--- src/rtl/rv32_pkg.sv ---
// Shared RV32I register-file types and constants.
// Also holds the write-classification enum used by reg_file_onehot.
package rv32_pkg;

  localparam int unsigned XLEN      = 32;
  localparam int unsigned NREG      = 32;
  localparam int unsigned REG_IDX_W = 5;

  typedef logic [XLEN-1:0] word_t;
  typedef logic [NREG-1:0] reg_onehot_t;

  localparam logic [REG_IDX_W-1:0] REG_ZERO = '0;

  typedef enum logic [1:0] {
    WrIdle,
    WrValid,
    WrMulti
  } wr_class_e;

  // Precedence matters only for corrupt vectors: multi-hot always wins.
  function automatic wr_class_e classify(input logic is_zero, input logic is_one,
                                         input logic is_multi);
    wr_class_e cls;
    cls = WrIdle;
    if (is_multi) begin
      cls = WrMulti;
    end else if (is_one && !is_zero) begin
      cls = WrValid;
    end
    return cls;
  endfunction

endpackage

--- src/rtl/reg_file_onehot_if.sv ---
// Write-back / operand-read bus of the register file.
// The master is the pipeline side; the slave is reg_file_onehot.
interface reg_file_onehot_if
  import rv32_pkg::*;
#(
  parameter int unsigned CNT_W = 16
);

  reg_onehot_t            wr_enable;
  word_t                  wr_data;
  logic [REG_IDX_W-1:0]   rs1;
  logic [REG_IDX_W-1:0]   rs2;
  word_t                  rd1;
  word_t                  rd2;
  logic                   err_clr;
  logic                   onehot_err;
  logic [CNT_W-1:0]       wr_count;

  modport master (
    output wr_enable,
    output wr_data,
    output rs1,
    output rs2,
    output err_clr,
    input  rd1,
    input  rd2,
    input  onehot_err,
    input  wr_count
  );

  modport slave (
    input  wr_enable,
    input  wr_data,
    input  rs1,
    input  rs2,
    input  err_clr,
    output rd1,
    output rd2,
    output onehot_err,
    output wr_count
  );

endinterface

--- src/rtl/onehot_check.sv ---
// Classifies a register-select enable vector as zero / one-hot / multi-hot
// and encodes the index of the set bit (meaningful only when is_one).
module onehot_check
  import rv32_pkg::*;
(
  input  reg_onehot_t          onehot,
  output logic                 is_zero,
  output logic                 is_one,
  output logic                 is_multi,
  output logic [REG_IDX_W-1:0] idx
);

  logic [REG_IDX_W:0] w_popcnt;
  logic [REG_IDX_W-1:0] w_idx;

  always_comb begin
    w_popcnt = '0;
    w_idx    = '0;
    for (int i = 0; i < int'(NREG); i++) begin
      w_popcnt = w_popcnt + {{REG_IDX_W{1'b0}}, onehot[i]};
      // OR-encoding is exact for one-hot inputs and harmless otherwise.
      if (onehot[i]) begin
        w_idx = w_idx | REG_IDX_W'(i);
      end
    end
  end

  assign is_zero  = (w_popcnt == '0);
  assign is_one   = (w_popcnt == (REG_IDX_W + 1)'(1));
  assign is_multi = (w_popcnt > (REG_IDX_W + 1)'(1));
  assign idx      = w_idx;

endmodule

--- src/rtl/reg_file_onehot.sv ---
// 32 x 32-bit RV32I register file with one-hot write enable, sticky multi-hot
// error flag and committed-write counter. Optional macro RF_BYPASS_EN.
module reg_file_onehot
  import rv32_pkg::*;
#(
  parameter int unsigned CNT_W = 16
) (
  input  logic               clk,
  input  logic               rst_n,
  reg_file_onehot_if.slave   bus
);

  word_t                r_regs [NREG];
  logic                 r_err;
  logic [CNT_W-1:0]     r_count;

  logic                 w_is_zero;
  logic                 w_is_one;
  logic                 w_is_multi;
  logic [REG_IDX_W-1:0] w_idx;
  wr_class_e            w_class;
  logic                 w_commit;
  word_t                w_rd1;
  word_t                w_rd2;

  onehot_check u_onehot_check (
    .onehot   (bus.wr_enable),
    .is_zero  (w_is_zero),
    .is_one   (w_is_one),
    .is_multi (w_is_multi),
    .idx      (w_idx)
  );

  assign w_class  = classify(w_is_zero, w_is_one, w_is_multi);
  // x0 is hardwired: a one-hot write to it is a silent no-op.
  assign w_commit = (w_class == WrValid) && (w_idx != REG_ZERO);

  always_ff @(posedge clk or negedge rst_n) begin
    if (!rst_n) begin
      for (int i = 0; i < int'(NREG); i++) begin
        r_regs[i] <= '0;
      end
    end else if (w_commit) begin
      r_regs[w_idx] <= bus.wr_data;
    end
  end

  always_ff @(posedge clk or negedge rst_n) begin
    if (!rst_n) begin
      r_count <= '0;
    end else if (w_commit) begin
      r_count <= r_count + CNT_W'(1);
    end
  end

  // Set has priority over clear so a corrupt vector is never lost.
  always_ff @(posedge clk or negedge rst_n) begin
    if (!rst_n) begin
      r_err <= 1'b0;
    end else if (w_class == WrMulti) begin
      r_err <= 1'b1;
    end else if (bus.err_clr) begin
      r_err <= 1'b0;
    end
  end

  always_comb begin
    w_rd1 = (bus.rs1 == REG_ZERO) ? '0 : r_regs[bus.rs1];
    w_rd2 = (bus.rs2 == REG_ZERO) ? '0 : r_regs[bus.rs2];
`ifdef RF_BYPASS_EN
    if (w_commit && (bus.rs1 == w_idx)) begin
      w_rd1 = bus.wr_data;
    end
    if (w_commit && (bus.rs2 == w_idx)) begin
      w_rd2 = bus.wr_data;
    end
`else
`endif
  end

  assign bus.rd1        = w_rd1;
  assign bus.rd2        = w_rd2;
  assign bus.onehot_err = r_err;
  assign bus.wr_count   = r_count;

endmodule
--- src/flat_wrapper.sv ---
// flat-port wrapper written by rule: the top's interface ports become plain ports
module reg_file_onehot_flat import rv32_pkg::*;
#(
  parameter int unsigned CNT_W = 16
)
  (clk, rst_n, bus_wr_enable, bus_wr_data, bus_rs1, bus_rs2, bus_err_clr, bus_rd1, bus_rd2, bus_onehot_err, bus_wr_count);
  reg_file_onehot_if #(.CNT_W(CNT_W)) bus_i ();
  input  logic clk;
  input  logic rst_n;
  input wire logic [$bits(bus_i.wr_enable)-1:0] bus_wr_enable;
  input wire logic [$bits(bus_i.wr_data)-1:0] bus_wr_data;
  input wire logic [$bits(bus_i.rs1)-1:0] bus_rs1;
  input wire logic [$bits(bus_i.rs2)-1:0] bus_rs2;
  input wire logic [$bits(bus_i.err_clr)-1:0] bus_err_clr;
  output wire logic [$bits(bus_i.rd1)-1:0] bus_rd1;
  output wire logic [$bits(bus_i.rd2)-1:0] bus_rd2;
  output wire logic [$bits(bus_i.onehot_err)-1:0] bus_onehot_err;
  output wire logic [$bits(bus_i.wr_count)-1:0] bus_wr_count;
  assign bus_i.wr_enable = bus_wr_enable;
  assign bus_i.wr_data = bus_wr_data;
  assign bus_i.rs1 = bus_rs1;
  assign bus_i.rs2 = bus_rs2;
  assign bus_i.err_clr = bus_err_clr;
  assign bus_rd1 = bus_i.rd1;
  assign bus_rd2 = bus_i.rd2;
  assign bus_onehot_err = bus_i.onehot_err;
  assign bus_wr_count = bus_i.wr_count;
  reg_file_onehot #(.CNT_W(CNT_W)) u_core (.clk(clk), .rst_n(rst_n), .bus(bus_i));
endmodule
--- config.mk ---
export PLATFORM = sky130hd
export DESIGN_NAME = reg_file_onehot_flat
export DESIGN_NICKNAME = d
export VERILOG_FILES = /design/src/rtl/rv32_pkg.sv /design/src/rtl/reg_file_onehot_if.sv /design/src/rtl/onehot_check.sv /design/src/rtl/reg_file_onehot.sv /design/src/flat_wrapper.sv
export SDC_FILE = /design/constraint.sdc
export NUM_CORES = 2
export LEC_CHECK = 0
export CAP_MARGIN = 10
export CORE_MARGIN = 2
export CORE_UTILIZATION = 33
export DETAILED_ROUTE_END_ITERATION = 6
export SLEW_MARGIN = 20
export SYNTH_ARGS = -nofsm -noshare
export SYNTH_HDL_FRONTEND = slang
export SYNTH_SLANG_ARGS = --single-unit
--- constraint.sdc ---
create_clock -name clk -period 4.8 [get_ports clk]
set_clock_uncertainty 0.1 [all_clocks]
set_input_delay 1.44 -clock clk [delete_from_list [all_inputs] [get_ports clk]]
set_output_delay 1.44 -clock clk [all_outputs]
set_load 0.1 [all_outputs]
* Word level (Yosys, flattened, before mapping)
Index checks and enable logic that the tools add are counted.
** Word-level totals
- Register bits after elaboration :: 1041
- Input port bits :: 77
- Output and inout port bits :: 81
- Word-level logic and storage cells :: 134
** Cells by class
- $add $sub $neg :: 32
- Magnitude comparators :: 5
- Equality and inequality tests :: 3
- Muxes and demuxes :: 48
- Bitwise operators :: 3
- Reduce and logical (&&, ||, !) cells :: 9
** Operators by type and width (number)
- 1024-bit bitwise mux :: 1
- 32-bit binary-select mux with 5-bit select :: 2
- 32-bit two-way mux :: 7
- 32-bit demux with 5-bit select :: 1
- 6-bit by 1-bit adder with 6-bit output :: 26
- 5-bit two-way mux :: 16
- 4-bit two-way mux :: 8
- 6-bit greater-or-equal comparator (second input constant) :: 3
- 5-bit NOT with 6-bit output :: 3
- 16-bit by 1-bit adder with 16-bit output (second input constant) :: 1
- 3-bit two-way mux :: 4
- 5-bit zero test :: 2
- 2-bit two-way mux :: 4
- 5-bit by 1-bit adder with 6-bit output :: 1
- 6-bit by 1-bit == test with 1-bit output (second input constant) :: 1
- 6-bit by 1-bit > comparator with 1-bit output (second input constant) :: 1
- 6-bit zero test :: 1
- 6-bit by 1-bit < comparator with 1-bit output (second input constant) :: 1
- 4-bit by 1-bit adder with 5-bit output :: 1
- 1-bit two-way mux :: 5
- 5-bit nonzero test :: 1
- 3-bit by 1-bit adder with 4-bit output :: 1
- 2-bit by 1-bit adder with 3-bit output :: 1
- 1-bit logical AND :: 3
- 5 further kinds :: 5

* Depth between registers and ports, before layout
- Depth after elaboration :: 40
- Depth in mapped cells :: 19
- Gate-level depth less buffers :: 17

* Modules after synthesis
Synthesis repeated with hierarchy kept, for this count alone.
** Unflattened totals
- Cells, all modules :: 3966
- Area, all modules :: 56538.0 um^2
** Modules (own cells, without submodules)
- reg_file_onehot :: times used 1, cells an instance 3857, area an instance 55588.3 um^2, seq. area each 26050.0 um^2
- onehot_check :: times used 1, cells an instance 109, area an instance 949.7 um^2, seq. area each 0.0 um^2

* Worst setup path before layout
Ideal clock, no wire load.
- Path kind :: input to register
- Start point :: input port bus_wr_enable[11]
- End point :: register u_core.r_regs[545] (netlist bit)
- Arrival time :: 6.837 ns
- Data required time :: 4.575 ns
- Path slack :: -2.261 ns
- Stages :: 19
- Path buffers :: 2
- Cell sequence :: fa_1 inv_1 fa_1 fa_1 fa_1 fa_1 fa_1 inv_1 ha_1 inv_1 fa_1 a211o_1 a211oi_1 nand4b_1 nor3_2 nor2b_1 clkbuf_2 buf_4 mux2_2
** Between the ends
- Longest elaborated chain between the ends :: 29
** RTL lines
- start, declared :: RTL line flat_wrapper.sv:10 : input wire logic [$bits(bus_i.wr_enable)-1:0] bus_wr_enable;
- 6-bit by 1-bit adder with 6-bit output (21 in series) :: RTL line onehot_check.sv:20 : w_popcnt = w_popcnt + {{REG_IDX_W{1'b0}}, onehot[i]};
- 6-bit zero test :: RTL line onehot_check.sv:28 : assign is_zero = (w_popcnt == '0);
- 1-bit zero test :: RTL line rv32_pkg.sv:27 : end else if (is_one && !is_zero) begin
- 1-bit logical AND :: RTL line rv32_pkg.sv:27
- 1-bit two-way mux :: RTL line rv32_pkg.sv:27
- 2-bit two-way mux (2 in series) :: RTL line rv32_pkg.sv:25 : if (is_multi) begin
- 2-bit by 1-bit == test with 1-bit output :: RTL line reg_file_onehot.sv:36 : assign w_commit = (w_class == WrValid) && (w_idx != REG_ZERO);
- 1-bit logical AND :: RTL line reg_file_onehot.sv:36
- end signal, assigned by index :: RTL line reg_file_onehot.sv:44 : r_regs[w_idx] <= bus.wr_data;
- end, declared :: RTL line reg_file_onehot.sv:13 : word_t r_regs [NREG];
Parallel ways exist; a longest one is shown, timed or not. The select of a mux whose other input is x is not followed.
A chain may end at the register's enable or synchronous reset.

* Worst setup path in the final report
- Start point :: input port bus_wr_enable[11]
- End point :: register u_core.r_regs[82] (netlist bit)
Same word-level chain as after synthesis.

==> impl_results.md <==
* First-pass DRT Iterations at 5
* Xor and xnor fraction of the mapped netlist area at 0.236%
* Post-synthesis mux area share at 45.9%
* Hold Buf Count CTS at 0
* Largest family of logic cells by synthesized area: multiplexers
* Top cells by area, synth: dfrtp_1, mux4_2, mux2_2
* # DRC at 0
* Power Dens Cells at 317 mW/mm^2
* Status: finished with violations
* # setup viols final at 1073
* Post-route cell area at 0.0702 sq mm
* # clock sinks at 1041
* Post-synth ARST share at 100%
* Worst-Margin Slew at 1110 ps
* Crit end category: flop
* Fin crit period at 6710 ps
* Largest net degree at the start of global routing at 128
* Final wirelength at 180000 microns
* Worst slack, placed at -3060 ps
* FMAX at 0.149 GHz
* Slew Limit Fails at 0
* DRT iter0 DRCs at 2733
* Worst skew pair latency at 750 ps
* HPWL after detailed placement at 111000 microns
* Synth Flop Type: dfrtp_1
* Finished Core Util at 41.9%
* Global placement routability congestion at 0.815
* VDD IR max at 0.000265 V
* Final critical-path share of the clock period at 140%
* Antenna violations before repair at 8
* Placed cell area at 0.0638 sq mm
* Post-synth cell types at 39
* Post-Synth Adder-Cell Area at 1.04%
* Vias/cell at 5.70
* Core footprint at 0.168 sq mm
* Root Buffer: clkbuf_16
* Area grow syn2layout at 25.8%
* Sequential fraction of design power at 40.8%
* Most frequent cells in the layout: dfrtp_1, mux2_2, mux4_2
* Synth Cell Area at 0.0558 sq mm
* Clock power frac at 42.7%
* CTS tree: built
* Final hold violations at 0
* Crit-path max FO at 8
* Clock-pin transition on the worst setup and hold timing paths at 60 ps
* Syn Nets at 3646
* Initial core utilization at 33.3%
* Die Height at 415 microns
* Register area share after synthesis at 46.7%
* Simple-gate share of the synthesized area at 1.99%
* RSZ-0062 raised after global routing: true
* Hold Crit Class: reg2reg
* Worst Hold Margin at 294 ps
* Failing checks: negative setup slack
* Avg WL per Cell at 29.5 microns
* Number of synthesized flops with an enable pin at 0
* Slew headroom at 25.5%
* Flops & latches, synth at 1041
* WS Path Type: in2reg
* Htree depth at 3
* Critical path arrival at 7220 ps
* Fillers at 14900
* Pleak at 0.0319 uW
* P_int at 16200 uW
* Total grt overflow at 0
* Sw Pwr at 6040 uW
* GRT Util Overall at 20.3%
* Vias in the first global route at 37200
* Layout cells sized above 1 at 62.5%
* TritonCTS buffer count at 116
* Switch share at 27.1%
* Max Cap Viol at 0
* Combinational power share at 16.6%
* Row count at 150
* Worst setup margin at -1910 ps
* Yosys top cell by area: dfrtp_1
* I/O Buffers at 157
* First-pass GRT wire length at 261000 microns
* Most common cell after layout, fill and taps aside: dfrtp_1
* Syn. warnings at 0
* Routed Antenna Nets at 0
* Compound-cell area share of the yosys netlist at 0.938%
* Nets at 3919
* Die area at 0.172 sq mm
* Post-Synthesis Cells at 3537
* Req. time, crit path at 5320 ps
* Via total after detailed routing at 34800
* R2R Setup Slk at 3040 ps
* Top-area cell type share of the netlist area at 46.7%
* Die Span X at 415 microns
* Mean post-synth cell area at 15.8 sq um
* Clock buffer depth at 3
* Ports at 158
* Startpoint types: input port
==> through the flow <==
| step | TNS, ps | std cells | power (uW) |
|---|---|---|---|
| after floorplan | -2108700 | 3537 | 11200 |
| after detailed placement | -2978490 | 5827 | 12700 |
| after global routing | -1934910 | 6113 | 23000 |
| after global placement | -3040370 | 5827 | 12600 |
| final | -1800950 | 6113 | 22300 |
| after CTS | -1761300 | 6088 | 22200 |
==> synth_stat cells (2+ instances only) <==
cell / n
clkbuf_1: 233
buf_1: 67
mux4_2: 576
nand4_1: 7
dfrtp_1: 1041
nand3_1: 14
inv_1: 37
mux2_1: 12
fa_1: 24
nor3_1: 12
nor4_1: 11
ha_1: 8
clkbuf_2: 2
nor2_1: 31
mux2_2: 1109
buf_2: 91
nor3_2: 2
or3_1: 3
nand2b_1: 6
buf_4: 7
xor2_1: 14
and3_1: 4
nor2b_1: 5
and4_1: 3
nand2_1: 141
a22oi_1: 64
==> logic make-up (layout without fill, tap and decap cells) <==
logic type | Yosys count | in the layout
DFF | 1041 | 1041
buffers and inverters | 437 | 807
adders and majority gates | 32 | 32
xor gates and xnor gates | 15 | 15
and+or+nand+nor | 246 | 246
AOI/OAI and AO/OA | 69 | 69
muxes | 1697 | 1697
other | 0 | 2
==> final timing paths <==
check,start,to,depth (start not counted)
max in group asynchronous,rst_n,u_core.r_regs[517],3
max,bus_wr_enable[11],u_core.r_regs[82],22
min in group asynchronous,rst_n,u_core.r_regs[65],1
min reg2reg,u_core.r_regs[1002],u_core.r_regs[1002],0
max reg2reg,u_core.bus.wr_count[3],u_core.bus.wr_count[15],6
min,u_core.r_regs[1002],u_core.r_regs[1002],0
==> cell type report <==
cell class	count	area, sq um	share of cell area (%)
Antenna cell	2	5.00	0.00713
Clock buffer	172	3400	4.85
Clock inverter	43	661	0.942
Inverter	37	139	0.198
Multi-Input combinational cell	2059	29200	41.6
Sequential cell	1041	26100	37.1
Tap cell	2204	2760	3.93
Timing Repair Buffer	555	7980	11.4
==> power groups by stage <==
stage / clock [uW] / combinational, uW / sequential (uW)
after floorplan: 0 / 1860 / 9350
after global placement: 0 / 3410 / 9220
after detailed placement: 0 / 3430 / 9230
after CTS: 9670 / 3470 / 9070
after global routing: 10000 / 3920 / 9100
final: 9510 / 3690 / 9080
==> metal layers <==
layer / global-route usage, % / share of wire, %
met5: 0 / 0.011
met3: 3.00 / 5.4
met1: 27.3 / 42
met2: 33.8 / 49
met4: 6.71 / 3.9
==> registers in the layout, indices dropped and copies added (netlist names) <==
name                   flops
u_core.bus.onehot_err      1
u_core.bus.wr_count       16
u_core.r_regs           1024
==> worst max-delay path: stages <==
cell and delay, ps:
buf_6 100, fa_1 560, inv_2 50, fa_1 460, fa_1 540, fa_1 430
fa_1 510, fa_1 430, inv_1 70, ha_2 180, inv_2 50, fa_2 390
a211o_1 270, a211oi_2 220, and4b_2 300, buf_4 140, nand3_4 80, buf_12 160
nor2_4 110, buf_12 180, clkbuf_16 200, mux2_2 340
==> repair_timing <==
item	CTS	global route
buffers inserted	31	12
gates resized for setup	313	85
cloned	17	18
endpoints found under the setup margin	1073	1073
pin swaps	10	5
No activity file was read; power rests on OpenSTA's default activity.
